`config.mk`:
```
export PLATFORM = sky130hd
export DESIGN_NAME = dec2to4_hold_flat
export DESIGN_NICKNAME = d
export VERILOG_FILES = /design/src/rtl/dec2to4_hold_pkg.sv /design/src/rtl/dec2to4_hold_if.sv /design/src/rtl/dec2to4_hold_comb.sv /design/src/rtl/dec2to4_hold.sv /design/src/flat_wrapper.sv
export SDC_FILE = /design/constraint.sdc
export NUM_CORES = 1
export LEC_CHECK = 0
export CORE_UTILIZATION = 44
export DETAILED_ROUTE_END_ITERATION = 8
export MAX_ROUTING_LAYER = met4
export PLACE_DENSITY = 0.71
export SKIP_CTS_REPAIR_TIMING = 1
export SKIP_LAST_GASP = 1
export SYNTH_ARGS = -nofsm -noshare
export SYNTH_HDL_FRONTEND = slang
export SYNTH_HIERARCHICAL = 1
export SYNTH_SLANG_ARGS = --single-unit
```
`constraint.sdc`:
```
create_clock -name clk -period 2 [get_ports clk]
set_clock_uncertainty 0.2 [all_clocks]
set_input_delay 0.5 -clock clk [delete_from_list [all_inputs] [get_ports clk]]
set_output_delay 0.5 -clock clk [all_outputs]
set_load 0.03 [all_outputs]
```
`src/rtl/dec2to4_hold_pkg.sv`:
```
// Shared types, code constants and the 4-to-2 encoder equations for the
// sequential 2-to-4 decoder and its loopback partner.
package dec_pkg;

  typedef enum logic [0:0] {
    ST_IDLE = 1'b0,
    ST_HOLD = 1'b1
  } state_e;

  localparam logic [1:0] CODE_Y0 = 2'd0;
  localparam logic [1:0] CODE_Y1 = 2'd1;
  localparam logic [1:0] CODE_Y2 = 2'd2;
  localparam logic [1:0] CODE_Y3 = 2'd3;

  // Priority encoder equations: a1 = y3|y2, a0 = y3|(y1&~y2).
  function automatic logic [1:0] encode4to2(input logic [3:0] y);
    return {y[3] | y[2], y[3] | (y[1] & ~y[2])};
  endfunction

endpackage

```
`src/rtl/dec2to4_hold_if.sv`:
```
// Bus between a code source (master) and the 2-to-4 decoder (slave).
// loopback_ok is present only when DEC2TO4_LOOPBACK_EN is defined.
interface dec2to4_hold_if;
  import dec_pkg::*;

  // Handshake: a code {a1,a0} is consumed on a rising edge where
  // in_valid && in_ready; while in_ready=0 the source must hold the code.
  logic   a0;
  logic   a1;
  logic   in_valid;
  logic   in_ready;
  logic   y0;
  logic   y1;
  logic   y2;
  logic   y3;
  logic   busy;
  logic   hold_done;
  state_e dbg_state;
`ifdef DEC2TO4_LOOPBACK_EN
  logic   loopback_ok;
`endif

  modport master (
    output a0, a1, in_valid,
    input  in_ready, y0, y1, y2, y3, busy, hold_done, dbg_state
`ifdef DEC2TO4_LOOPBACK_EN
    , input loopback_ok
`endif
  );

  modport slave (
    input  a0, a1, in_valid,
    output in_ready, y0, y1, y2, y3, busy, hold_done, dbg_state
`ifdef DEC2TO4_LOOPBACK_EN
    , output loopback_ok
`endif
  );

endinterface

```
`src/rtl/dec2to4_hold_comb.sv`:
```
// Pure combinational 2-to-4 decode of a code into a one-hot vector.
module dec2to4_comb
  import dec_pkg::*;
(
  input  logic [1:0] code_i,
  output logic [3:0] onehot_o
);

  always_comb begin
    onehot_o = 4'b0000;
    case (code_i)
      CODE_Y0: onehot_o = 4'b0001;
      CODE_Y1: onehot_o = 4'b0010;
      CODE_Y2: onehot_o = 4'b0100;
      CODE_Y3: onehot_o = 4'b1000;
      default: onehot_o = 4'b0000;
    endcase
  end

endmodule

```
`src/rtl/dec2to4_hold.sv`:
```
// Sequential 2-to-4 decoder: holds the decoded one-hot line for HOLD_CYCLES
// clocks per accepted code. Optional DEC2TO4_LOOPBACK_EN adds loopback_ok.
module dec2to4_hold
  import dec_pkg::*;
#(
  parameter int HOLD_CYCLES = 4,
  parameter int CNT_W       = 8
) (
  input logic            clk,
  input logic            rst,
  dec2to4_hold_if.slave  bus
);

  localparam logic [CNT_W-1:0] RELOAD = CNT_W'(HOLD_CYCLES - 1);

  state_e           state_q, state_d;
  logic [CNT_W-1:0] cnt_q, cnt_d;
  logic [1:0]       code_q, code_d;
  logic [3:0]       y_q, y_d;
  logic             busy_q, busy_d;
  logic             done_q, done_d;

  logic [1:0] code_in;
  logic [3:0] onehot_in;
  logic       in_ready;
  logic       accept;

  assign code_in  = {bus.a1, bus.a0};
  assign in_ready = (state_q == ST_IDLE) || (cnt_q == '0);
  assign accept   = bus.in_valid && in_ready;

  dec2to4_comb u_comb (
    .code_i   (code_in),
    .onehot_o (onehot_in)
  );

  always_comb begin
    state_d = state_q;
    cnt_d   = cnt_q;
    code_d  = code_q;
    y_d     = y_q;
    busy_d  = busy_q;
    done_d  = 1'b0;
    case (state_q)
      ST_IDLE: begin
        if (accept) begin
          state_d = ST_HOLD;
          cnt_d   = RELOAD;
          code_d  = code_in;
          y_d     = onehot_in;
          busy_d  = 1'b1;
        end
      end
      ST_HOLD: begin
        if (cnt_q != '0) begin
          cnt_d = cnt_q - CNT_W'(1);
        end else if (accept) begin
          // Back-to-back reload: the line switches in one edge, never two high.
          cnt_d  = RELOAD;
          code_d = code_in;
          y_d    = onehot_in;
        end else begin
          state_d = ST_IDLE;
          y_d     = 4'b0000;
          busy_d  = 1'b0;
          done_d  = 1'b1;
        end
      end
      default: begin
        state_d = ST_IDLE;
        y_d     = 4'b0000;
        busy_d  = 1'b0;
      end
    endcase
  end

`ifdef DEC2TO4_LOOPBACK_EN
  logic lb_q, lb_d;
  // Evaluated on next-state values so loopback_ok lines up with the held line.
  assign lb_d = busy_d && (encode4to2(y_d) == code_d);
`endif

  always_ff @(posedge clk) begin
    if (rst) begin
      state_q <= ST_IDLE;
      cnt_q   <= '0;
      code_q  <= 2'd0;
      y_q     <= 4'b0000;
      busy_q  <= 1'b0;
      done_q  <= 1'b0;
`ifdef DEC2TO4_LOOPBACK_EN
      lb_q    <= 1'b0;
`endif
    end else begin
      state_q <= state_d;
      cnt_q   <= cnt_d;
      code_q  <= code_d;
      y_q     <= y_d;
      busy_q  <= busy_d;
      done_q  <= done_d;
`ifdef DEC2TO4_LOOPBACK_EN
      lb_q    <= lb_d;
      if (busy_q) assert (encode4to2(y_q) == code_q);
`endif
    end
  end

  assign bus.in_ready  = in_ready;
  assign bus.y0        = y_q[0];
  assign bus.y1        = y_q[1];
  assign bus.y2        = y_q[2];
  assign bus.y3        = y_q[3];
  assign bus.busy      = busy_q;
  assign bus.hold_done = done_q;
  assign bus.dbg_state = state_q;
`ifdef DEC2TO4_LOOPBACK_EN
  assign bus.loopback_ok = lb_q;
`endif

endmodule

```
`src/flat_wrapper.sv`:
```
// flat-port wrapper written by rule: the top's interface ports become plain ports
module dec2to4_hold_flat import dec_pkg::*;
#(
  parameter int HOLD_CYCLES = 4,
  parameter int CNT_W       = 8
)
  (clk, rst, bus_a0, bus_a1, bus_in_valid, bus_in_ready, bus_y0, bus_y1, bus_y2, bus_y3, bus_busy, bus_hold_done, bus_dbg_state);
  dec2to4_hold_if bus_i ();
  input logic clk;
  input logic rst;
  input wire logic [$bits(bus_i.a0)-1:0] bus_a0;
  input wire logic [$bits(bus_i.a1)-1:0] bus_a1;
  input wire logic [$bits(bus_i.in_valid)-1:0] bus_in_valid;
  output wire logic [$bits(bus_i.in_ready)-1:0] bus_in_ready;
  output wire logic [$bits(bus_i.y0)-1:0] bus_y0;
  output wire logic [$bits(bus_i.y1)-1:0] bus_y1;
  output wire logic [$bits(bus_i.y2)-1:0] bus_y2;
  output wire logic [$bits(bus_i.y3)-1:0] bus_y3;
  output wire logic [$bits(bus_i.busy)-1:0] bus_busy;
  output wire logic [$bits(bus_i.hold_done)-1:0] bus_hold_done;
  output wire logic [$bits(bus_i.dbg_state)-1:0] bus_dbg_state;
  assign bus_i.a0 = bus_a0;
  assign bus_i.a1 = bus_a1;
  assign bus_i.in_valid = bus_in_valid;
  assign bus_in_ready = bus_i.in_ready;
  assign bus_y0 = bus_i.y0;
  assign bus_y1 = bus_i.y1;
  assign bus_y2 = bus_i.y2;
  assign bus_y3 = bus_i.y3;
  assign bus_busy = bus_i.busy;
  assign bus_hold_done = bus_i.hold_done;
  assign bus_dbg_state = bus_i.dbg_state;
  dec2to4_hold #(.HOLD_CYCLES(HOLD_CYCLES), .CNT_W(CNT_W)) u_core (.clk(clk), .rst(rst), .bus(bus_i));
endmodule
```
==> summary.txt <==
Worst setup path
  – Crit-path max FO: 3
  – Endpoint class of the critical path: output pin
  – FF-to-FF Start: u_core/cnt_q[1]
  – Worst R2R End: u_core/y_q[2]
  – CP Launch Type: flip-flop
  – R2R depth: 7
  – Crit path DAT: 1.73 ns
  – Worst setup startpoint: u_core/cnt_q[1]
  – Critical path type: reg2out
  – Worst Path Required: 1.30 ns
  – Internal reg-to-reg setup slack: -0.13 ns

Clock network
  – H-tree depth: 1
  – Sink Count: 15
  – Clock Tree Root: clkbuf_4
  – Latest clock arrival within the worst-skew pair: 0.29 ns
  – Deepest clock path buffer count: 2
  – TritonCTS clock tree: done
  – CTS Buf Count: 3
  – Clock-pin transition on the worst setup and hold timing paths: 0.09 ns

Route
  – Antenna Nets Post-Route: 0
  – Drt first-iter violations: 10
  – DR WL/cell: 14.08 µm
  – DR DRC count: 0
  – First-pass detailed-route iteration total: 4
  – Via count: 664
  – Final WL: 1675 µm
  – Via-per-instance ratio: 5.580

Pwr
  – Pwr/cell area: 923.7 nW/µm²
  – VDD IR max: 0.5960 mV
  – Total Power: 0.9327 mW
  – P_leak: 0.4965 nW

Floorplan
  – Row cnt: 14
  – I/O pin total: 13
  – Die area: 1834 µm²
  – Chip Width: 42.82 µm
  – Core outline area: 1524 µm²
  – Die H: 42.82 µm
  – Initial Util: 0.4811

Job
  – Max_cap viols: 0

Global routing
  – Vias in the first global route: 668
  – Total track usage: 0.2105
  – Global-route wire length before repair: 2808 µm
  – Largest net degree at the start of global routing: 9
  – GRT Residual Overflow: 0
  – Initial antenna violation count: 0

Place
  – Detail Placement HPWL: 1216 µm
  – DP Worst Slack: -0.1111 ns
  – Port buffer count: 12
  – Placer Congestion: 0.8350

Timing
  – Final setup viols: 5
  – Worst hold slack: 0.2917 ns
  – Slew headroom: 0.7811
  – Setup Total Neg Slack: -0.9093 ns
  – Worst slew pin tran: 0.3279 ns
  – Min Tclk post-route: 2.429 ns
  – Setup WS post-layout: -0.4293 ns
  – Period utilization: 1.215
  – Unrepaired setup endpoints after global routing: true
  – Max Slew Vio Count: 0
  – Final Hold Fails: 0
  – Fmax: 411.6 MHz

Layout
  – Share of layout cells above drive strength 1: 0.3107
  – Filler instances: 136
  – Area Overhead vs Synth: 37.71%
  – Most frequent cells in the layout: buf_4 (13), dfxtp_1 (13), nor2_1 (8)
  – Total Nets Final: 110
  – Diodes inserted: 0

Logic synthesis
  – Mapped Cells: 79
  – Syn Nets: 85
  – Yosys cell types: 30
  – Syn_area_per_cell: 9.281 µm²
  – Yosys reg bits: 15
  – Post-Syn Area: 733.2 µm²
  – Synth warnings: 6
  – Post-synthesis sequential area ratio: 0.4096

Worst hold path
  – HP Start: u_core/y_q[1]
  – Worst Hold End: u_core/y_q[1]
  – Min-delay worst type: reg2reg
  – Worst Hold Path Cells: 1

Status
  – Status: complete, but fails checks
  – Failing checks: negative setup slack
==> how the worst max path moves through the flow <==
stage | end | slack (ns) | cells after the start
floorplan | u_core/y_q[0] | -0.33 | 6
global placement | bus_in_ready | -0.11 | 5
detailed placement | bus_in_ready | -0.11 | 5
CTS | bus_in_ready | -0.44 | 5
global route | bus_in_ready | -0.48 | 5
finish | bus_in_ready | -0.43 | 5
==> through the flow <==
step,utilization,area (µm²),std cells
floorplan,-,747.0,79
global route,0.6626,1010,119
detailed placement,0.6297,959.7,115
global placement,0.6297,959.7,115
CTS,0.6470,985.9,119
finish,0.6626,1010,119
==> worst max-delay path, cell delays in order, from the launching register on <==
cell	delay, ns
dfxtp_2	0.33
inv_2	0.07
ha_4	0.12
or4b_4	0.47
o41ai_4	0.23
buf_4	0.21
==> Yosys cell counts <==
cell	n	area (µm²)
and2_2	1	7.510
o41ai_1	2	17.52
nor3b_1	1	7.510
nor3_1	4	20.02
nand2_1	4	15.01
a31oi_1	1	6.260
nor2b_1	3	18.77
ha_1	1	12.51
nand3b_1	2	15.01
or4b_4	1	13.76
nand3_1	3	15.01
nand4b_1	1	8.760
or3_1	1	6.260
inv_1	5	18.77
o211ai_1	2	15.01
a31o_2	1	8.760
o31ai_1	3	22.52
or3_2	2	15.01
nor2_1	8	30.03
or4_1	1	7.510
a21o_1	1	7.510
and2b_2	2	17.52
o41ai_4	1	27.53
a311oi_1	2	17.52
or2_2	1	6.260
clkbuf_1	4	15.01
dfxtp_1	15	300.3
and2_1	1	6.260
nor3b_4	1	18.77
a22o_1	4	35.03
==> cell families after synthesis <==
group / count (synthesis) / synth area share
adders and majority gates: 1 / 0.01706
buffers and inverters: 9 / 0.04607
DFF: 15 / 0.4096
and+or+nand+nor: 37 / 0.3123
AOI/OAI and AO/OA: 17 / 0.2150
==> power breakdown <==
group | switching, mW | leakage [nW] | internal [mW] | total (mW)
sequential | 0.0252 | 0.123 | 0.336 | 0.362
combinational | 0.203 | 0.358 | 0.194 | 0.396
clock | 0.0971 | 0.0150 | 0.0776 | 0.175
total | 0.325 | 0.496 | 0.608 | 0.933
==> sequential cells by signal, indices dropped and copies added (netlist names) <==
signal	count
u_core/cnt_q	8
u_core/bus.dbg_state	1
u_core/bus.busy	1
u_core/bus.hold_done	1
u_core/y_q	4
==> final cells by class <==
type / count / area, µm² / area share
clock buffer: 4 / 26.28 / 0.02602
multi-input combinational: 55 / 419.2 / 0.4151
inverter: 5 / 18.77 / 0.01859
timing repair buffer: 24 / 222.7 / 0.2206
tap: 16 / 20.02 / 0.01983
sequential: 15 / 302.8 / 0.2999
==> metal layers <==
layer,GRT usage,share of wire,vias up
met2,0.3212,0.45,14
met3,0.02979,0.038,5
met5,-,0,-
met4,0.1438,0.027,0
li1,-,-,339
met1,0.2539,0.48,306
Power figures use the tool's default switching activity.
